### src/rtl/ut_serial_pkg.sv
// ut_serial_pkg: shared state encoding, mode constants and byte transform for the UART unit-test engine
package ut_serial_pkg;
    typedef enum logic [1:0] {S_IDLE, S_RX, S_STAT, S_TX} state_t;
    localparam int MODE_ECHO = 0;
    localparam int MODE_UPPER = 1;
    localparam int MODE_SWAP = 2;
    localparam int DEF_REG_DATA = 0;
    localparam int DEF_REG_STAT = 1;
    localparam int DEF_TXRDY_BIT = 1;
    function automatic logic [7:0] xform(input logic [7:0] b, input int mode);
        logic lower, upper;
        lower = b >= 8'h61 && b <= 8'h7A;
        upper = b >= 8'h41 && b <= 8'h5A;
        return (mode != MODE_ECHO && lower) ? b - 8'h20 :
               (mode == MODE_SWAP && upper) ? b + 8'h20 : b;
    endfunction
endpackage

### src/rtl/fsm_ut_serial_fifo_fifo.sv
// fsm_ut_fifo: synchronous FIFO with naturally wrapping pointers and a registered occupancy count
module fsm_ut_fifo #(
    parameter int DATA_W = 8,
    parameter int DEPTH = 8,
    localparam int AW = $clog2(DEPTH)
) (
    input  logic              wb_clk_i,
    input  logic              rst_n_i,
    input  logic              push,
    input  logic              pop,
    input  logic [DATA_W-1:0] din,
    output logic [DATA_W-1:0] dout,
    output logic              full,
    output logic              empty,
    output logic [AW:0]       level
);
    localparam logic [AW:0] ONE = 1;
    logic [DATA_W-1:0] mem [DEPTH];
    logic [AW:0] wr_ptr, rd_ptr;
    logic do_push, do_pop;
    assign full = (wr_ptr[AW] != rd_ptr[AW]) && (wr_ptr[AW-1:0] == rd_ptr[AW-1:0]);
    assign empty = wr_ptr == rd_ptr;
    assign dout = mem[rd_ptr[AW-1:0]];
    assign do_push = push && !full;
    assign do_pop = pop && !empty;
    always_ff @(posedge wb_clk_i or negedge rst_n_i) begin
        if (!rst_n_i) begin
            wr_ptr <= '0;
            rd_ptr <= '0;
            level <= '0;
        end else begin
            if (do_push) wr_ptr <= wr_ptr + ONE;
            if (do_pop) rd_ptr <= rd_ptr + ONE;
            level <= level + (do_push ? ONE : '0) - (do_pop ? ONE : '0);
        end
    end
    // Storage carries no reset: contents are meaningless once the pointers clear.
    always_ff @(posedge wb_clk_i) begin
        if (do_push) mem[wr_ptr[AW-1:0]] <= din;
    end
endmodule

### src/rtl/fsm_ut_serial_fifo.sv
// fsm_ut_serial_fifo: wishbone master that buffers UART RX bytes and drains them back to TX after polling TX-ready
module fsm_ut_serial_fifo
    import ut_serial_pkg::*;
#(
    parameter int DATA_W = 8,
    parameter int ADDR_W = 2,
    parameter int DEPTH = 8,
    parameter int MODE = MODE_ECHO,
    parameter int ACK_TMO = 15,
    parameter int REG_DATA = DEF_REG_DATA,
    parameter int REG_STAT = DEF_REG_STAT,
    parameter int TXRDY_BIT = DEF_TXRDY_BIT,
    localparam int AW = $clog2(DEPTH),
    localparam int TW = $clog2(ACK_TMO + 1)
) (
    input  logic              wb_clk_i,
    input  logic              rst_n_i,
    output logic              wb_cyc_o,
    output logic              wb_stb_o,
    output logic              wb_we_o,
    output logic [ADDR_W-1:0] wb_addr_o,
    output logic [DATA_W-1:0] wb_datw_o,
    input  logic [DATA_W-1:0] wb_datr_i,
    input  logic              wb_ack_i,
    input  logic              int_i,
    output logic [AW:0]       fifo_lvl_o,
    output logic [7:0]        drop_cnt_o,
    output logic [7:0]        tmo_cnt_o,
    output logic              busy_o
);
    state_t state;
    logic [TW-1:0] tmo_q;
    logic tx_ok;
    logic push, pop, full, empty;
    logic [DATA_W-1:0] push_d, fifo_head;
    assign wb_stb_o = wb_cyc_o;
    assign push = state == S_RX && wb_ack_i;
    assign pop = state == S_TX && wb_ack_i;
    always_comb begin
        push_d = wb_datr_i;
        push_d[7:0] = xform(wb_datr_i[7:0], MODE);
    end
    fsm_ut_fifo #(.DATA_W(DATA_W), .DEPTH(DEPTH)) u_fifo (
        .wb_clk_i(wb_clk_i),
        .rst_n_i(rst_n_i),
        .push(push),
        .pop(pop),
        .din(push_d),
        .dout(fifo_head),
        .full(full),
        .empty(empty),
        .level(fifo_lvl_o)
    );
    // tx_ok remembers a TX-ready poll so a pending RX can be served before the write.
    always_ff @(posedge wb_clk_i or negedge rst_n_i) begin
        if (!rst_n_i) begin
            state <= S_IDLE;
            busy_o <= 1'b0;
            wb_cyc_o <= 1'b0;
            wb_we_o <= 1'b0;
            wb_addr_o <= '0;
            wb_datw_o <= '0;
            tmo_q <= '0;
            tx_ok <= 1'b0;
            drop_cnt_o <= '0;
            tmo_cnt_o <= '0;
        end else if (state == S_IDLE) begin
            tmo_q <= '0;
            if (int_i) begin
                state <= S_RX;
                busy_o <= 1'b1;
                wb_cyc_o <= 1'b1;
                wb_we_o <= 1'b0;
                wb_addr_o <= ADDR_W'(REG_DATA);
            end else if (tx_ok && !empty) begin
                state <= S_TX;
                busy_o <= 1'b1;
                wb_cyc_o <= 1'b1;
                wb_we_o <= 1'b1;
                wb_addr_o <= ADDR_W'(REG_DATA);
                wb_datw_o <= fifo_head;
                tx_ok <= 1'b0;
            end else if (!empty) begin
                state <= S_STAT;
                busy_o <= 1'b1;
                wb_cyc_o <= 1'b1;
                wb_we_o <= 1'b0;
                wb_addr_o <= ADDR_W'(REG_STAT);
            end
        end else if (wb_ack_i) begin
            state <= S_IDLE;
            busy_o <= 1'b0;
            wb_cyc_o <= 1'b0;
            wb_we_o <= 1'b0;
            if (state == S_RX && full) drop_cnt_o <= drop_cnt_o + 8'(drop_cnt_o != 8'hFF);
            if (state == S_STAT) tx_ok <= wb_datr_i[TXRDY_BIT];
        end else if (tmo_q == TW'(ACK_TMO - 1)) begin
            state <= S_IDLE;
            busy_o <= 1'b0;
            wb_cyc_o <= 1'b0;
            wb_we_o <= 1'b0;
            tmo_cnt_o <= tmo_cnt_o + 8'(tmo_cnt_o != 8'hFF);
        end else begin
            tmo_q <= tmo_q + TW'(1);
        end
    end
endmodule
### config.mk
export PLATFORM = sky130hd
export DESIGN_NAME = fsm_ut_serial_fifo
export DESIGN_NICKNAME = d
export VERILOG_FILES = /design/src/rtl/ut_serial_pkg.sv /design/src/rtl/fsm_ut_serial_fifo_fifo.sv /design/src/rtl/fsm_ut_serial_fifo.sv
export SDC_FILE = /design/constraint.sdc
export NUM_CORES = 1
export LEC_CHECK = 0
export CAP_MARGIN = 15
export CORE_ASPECT_RATIO = 1.2
export CORE_MARGIN = 2
export CORE_UTILIZATION = 45
export CTS_BUF_LIST = sky130_fd_sc_hd__clkbuf_4
export CTS_CLUSTER_DIAMETER = 200
export DETAILED_ROUTE_END_ITERATION = 6
export GPL_ROUTABILITY_DRIVEN = 1
export PLACE_DENSITY = 0.71
export SETUP_SLACK_MARGIN = 0.15
export SKIP_CTS_REPAIR_TIMING = 1
export SYNTH_ARGS = -nofsm -noshare
export SYNTH_HDL_FRONTEND = slang
export SYNTH_HIERARCHICAL = 1
export SYNTH_SLANG_ARGS = --single-unit
export TNS_END_PERCENT = 1
### constraint.sdc
create_clock -name wb_clk_i -period 6.9 [get_ports wb_clk_i]
set_clock_uncertainty 0.15 [all_clocks]
set_input_delay 2.07 -clock wb_clk_i [delete_from_list [all_inputs] [get_ports wb_clk_i]]
set_output_delay 2.07 -clock wb_clk_i [all_outputs]
set_load 0.05 [all_outputs]
==> flow_summary.ini <==
[run_status]
status = complete, no violations

[cells_and_area]
layout_common_cells = edfxtp_1 (64), dfrtp_1 (46), clkdlybuf4s50_1 (43), xnor2_1 (21), mux2_2 (20)
fillCellCount = 922
syn_to_final_growth_pct = 14.2
layout-drive-gt1-share_pct = 20.9
fin_nets = 383
final_common_cell = edfxtp_1

[floorplan]
boundaryPins = 46
row_count = 42
dieWidth_um = 99.8
coreArea_um2 = 10900
dieArea_um2 = 11900
initial_core_util_pct = 45.6
die_h_um = 119

[routing]
drt_iter0_markers = 108
drc = 0
vias_per_cell = 5.51
first_pass_iters = 5
num_vias = 2735
wl_per_cell_um = 18.8
detail-route-antenna-nets = 0
wl_mm = 9.35

[min_path]
whs_path_depth = 1
hold_class = reg -> reg

[sta]
whs_ns = 0.347
report.final.setup_viol = 0
slew_headroom_pct = 33.1
fin_crit_ns = 4.28
rsz0062_at_grt = false
setup_tns_ns = 0
hold_viol_final = 0
worst_slew_pin_slew_ns = 1.00
post-route-period-util_pct = 62.0
timing.fmax_mhz = 234
slew_violations = 0

[placed_design]
io_buffers = 44
gp_congestion = 0.789
hpwlAfterDp_mm = 6.43

[worst_setup_path]
cp_max_fo = 10
path_cells = clkdlybuf4s50_1 -> nand2_1 -> nor2_1 -> o41ai_4 -> ha_1 -> inv_1 -> ha_1 -> inv_1 -> fa_1 -> xnor2_1
cp_data_required_time_ns = 7.12
endpoint_kind = flop
max_stage_delay_ns = 0.66
reg2regPathDepth = 6
cp.arrival_ns = 4.50
startpoint_type = primary input
cp_slowest_cell = clkdlybuf4s50_1
crit_type = in -> reg

[synthesis]
yosysSeqAreaShare_pct = 62.0
synth_top_area_share_pct = 38.7
syn_area_um2 = 4960
syn_nets = 336
synth_cell_types = 54
netlist_instances = 311
ys_dominant_reg_cell = edfxtp_1
synthArstFlopShare_pct = 41.8
synthTopCellsByArea = edfxtp_1 (39%), dfrtp_1 (23%), mux4_2 (7.3%)
yosysTopAreaCell = edfxtp_1
synth_enable_flop_cells = 64
ys_warn_count = 6
ys_ff_latch = 110
synth.avg_cell_area_um2 = 15.9

[global_route]
grt_max_degree = 47
grt_pass1_vias = 2918
grt-ovfl-total = 0
track_usage_pct = 16.8
grt_pass1_wl_mm = 15.0
antenna_found_initial = 1

[power_and_ir_drop]
power.switching_mw = 0.876
power_mw = 2.18
powerDensity_nw_per_um2 = 384
leakagePower_nw = 2.10
seqPwrFrac_pct = 43.6
switching_share_pct = 40.2
vdd.ir_drop.worst_uv = 230
pwr-share-comb_pct = 41.0
p_clk_share_pct = 15.5
p_int_mw = 1.30

[clocking]
clk_latency_ns = 0.48
cts_buffer_depth = 2
numCtsBuffers = 9
clkTransAtPathRegs_ns = 0.16
root_buffer = clkbuf_4
htreeDepth = 3
clock-sinks = 110
cts_tree = done

[job]
drv_cap = 0
cell type report:
type	count	area, um2	share of cell area (%)
Clock buffer	9	67.6	1.19
Inverter	10	37.5	0.663
Antenna cell	1	2.50	0.0442
Multi-Input combinational cell	177	1750	30.9
Sequential cell	110	3070	54.3
Timing Repair Buffer	50	490	8.66
Clock inverter	7	77.6	1.37
Tap cell	132	165	2.92
logic make-up after synthesis:
logic type	count (synthesis)	share of synthesized area, %
AO/OA/AOI/OAI	28	5.45
XOR/XNOR	25	5.32
adder cells (fa/ha/maj)	13	3.43
buffers and inverters	24	2.80
flip-flops	110	62.0
multiplexers	38	12.4
other	1	0.0756
AND/OR/NAND/NOR	72	8.55
cells in the mapped netlist, types with 6 or more instances:
cell type / number
a21oi_1: 6
buf_2: 6
dfrtp_1: 46
edfxtp_1: 64
ha_1: 12
inv_1: 10
mux2_2: 20
mux4_2: 16
nand2_1: 10
nand3_1: 10
nand4_1: 8
nor2_1: 11
xnor2_1: 21
sequential cells by signal, summed over array words and instances (netlist names), 2 cells and up:
name / cells
drop_cnt_o: 8
tmo_cnt_o: 8
state: 2
u_fifo/level: 4
u_fifo/wr_ptr: 4
u_fifo/rd_ptr: 4
u_fifo/mem: 64
wb_datw_o: 8
tmo_q: 4
power by group through the flow:
stage,Combinational (mW),Sequential (mW),Clock (mW)
after global placement,0.880,0.956,0
after global routing,0.956,0.967,0.371
final,0.891,0.948,0.336
after floorplan,0.582,1.05,0
after CTS,0.900,0.949,0.346
after detailed placement,0.897,0.963,0
final timing paths:
check | to | from | slack (ns)
worst max-delay path | u_fifo/level[2]$_DFF_PN0_ | wb_ack_i | 2.62
worst min-delay path | tmo_cnt_o[7]$_DFFE_PN0P_ | tmo_cnt_o[7]$_DFFE_PN0P_ | 0.35
worst max register to register | wb_datw_o[5]$_DFFE_PN0P_ | u_fifo/rd_ptr[1]$_DFFE_PN0P_ | 3.61
worst min register to register | tmo_cnt_o[7]$_DFFE_PN0P_ | tmo_cnt_o[7]$_DFFE_PN0P_ | 0.35
max in group asynchronous | wb_datw_o[2]$_DFFE_PN0P_ | rst_n_i | 4.65
min in group asynchronous | tmo_cnt_o[3]$_DFFE_PN0P_ | rst_n_i | 1.40
routing by layer:
metal  track usage (%)  vias up  share of wire [%]
li1                  -     1283                  -
met1              20.5     1396                 42
met2              29.5       46                 54
met3              2.46       10                2.6
met4              7.53        0                2.0
met5                 0        -                  0
critical path, delay by kind of cell:
kind | cells | cell delay, ns
compound gates | 1 | 0.20
xor+xnor | 1 | 0.14
fa+ha+maj | 3 | 0.86
buf+inv | 3 | 0.78
simple gates | 2 | 0.46
through the flow:
| stage | worst slack [ns] | cells | util [%] | instance area, um2 |
|---|---|---|---|---|
| global placement | 2.06 | 475 | 50.3 | 5470 |
| CTS | 2.45 | 491 | 51.7 | 5620 |
| global route | 2.54 | 496 | 52.0 | 5660 |
| finish | 2.62 | 496 | 52.0 | 5660 |
| floorplan | 2.83 | 311 | - | 4960 |
| detailed placement | 1.95 | 475 | 50.3 | 5470 |
(Power assumes the default switching activity.)
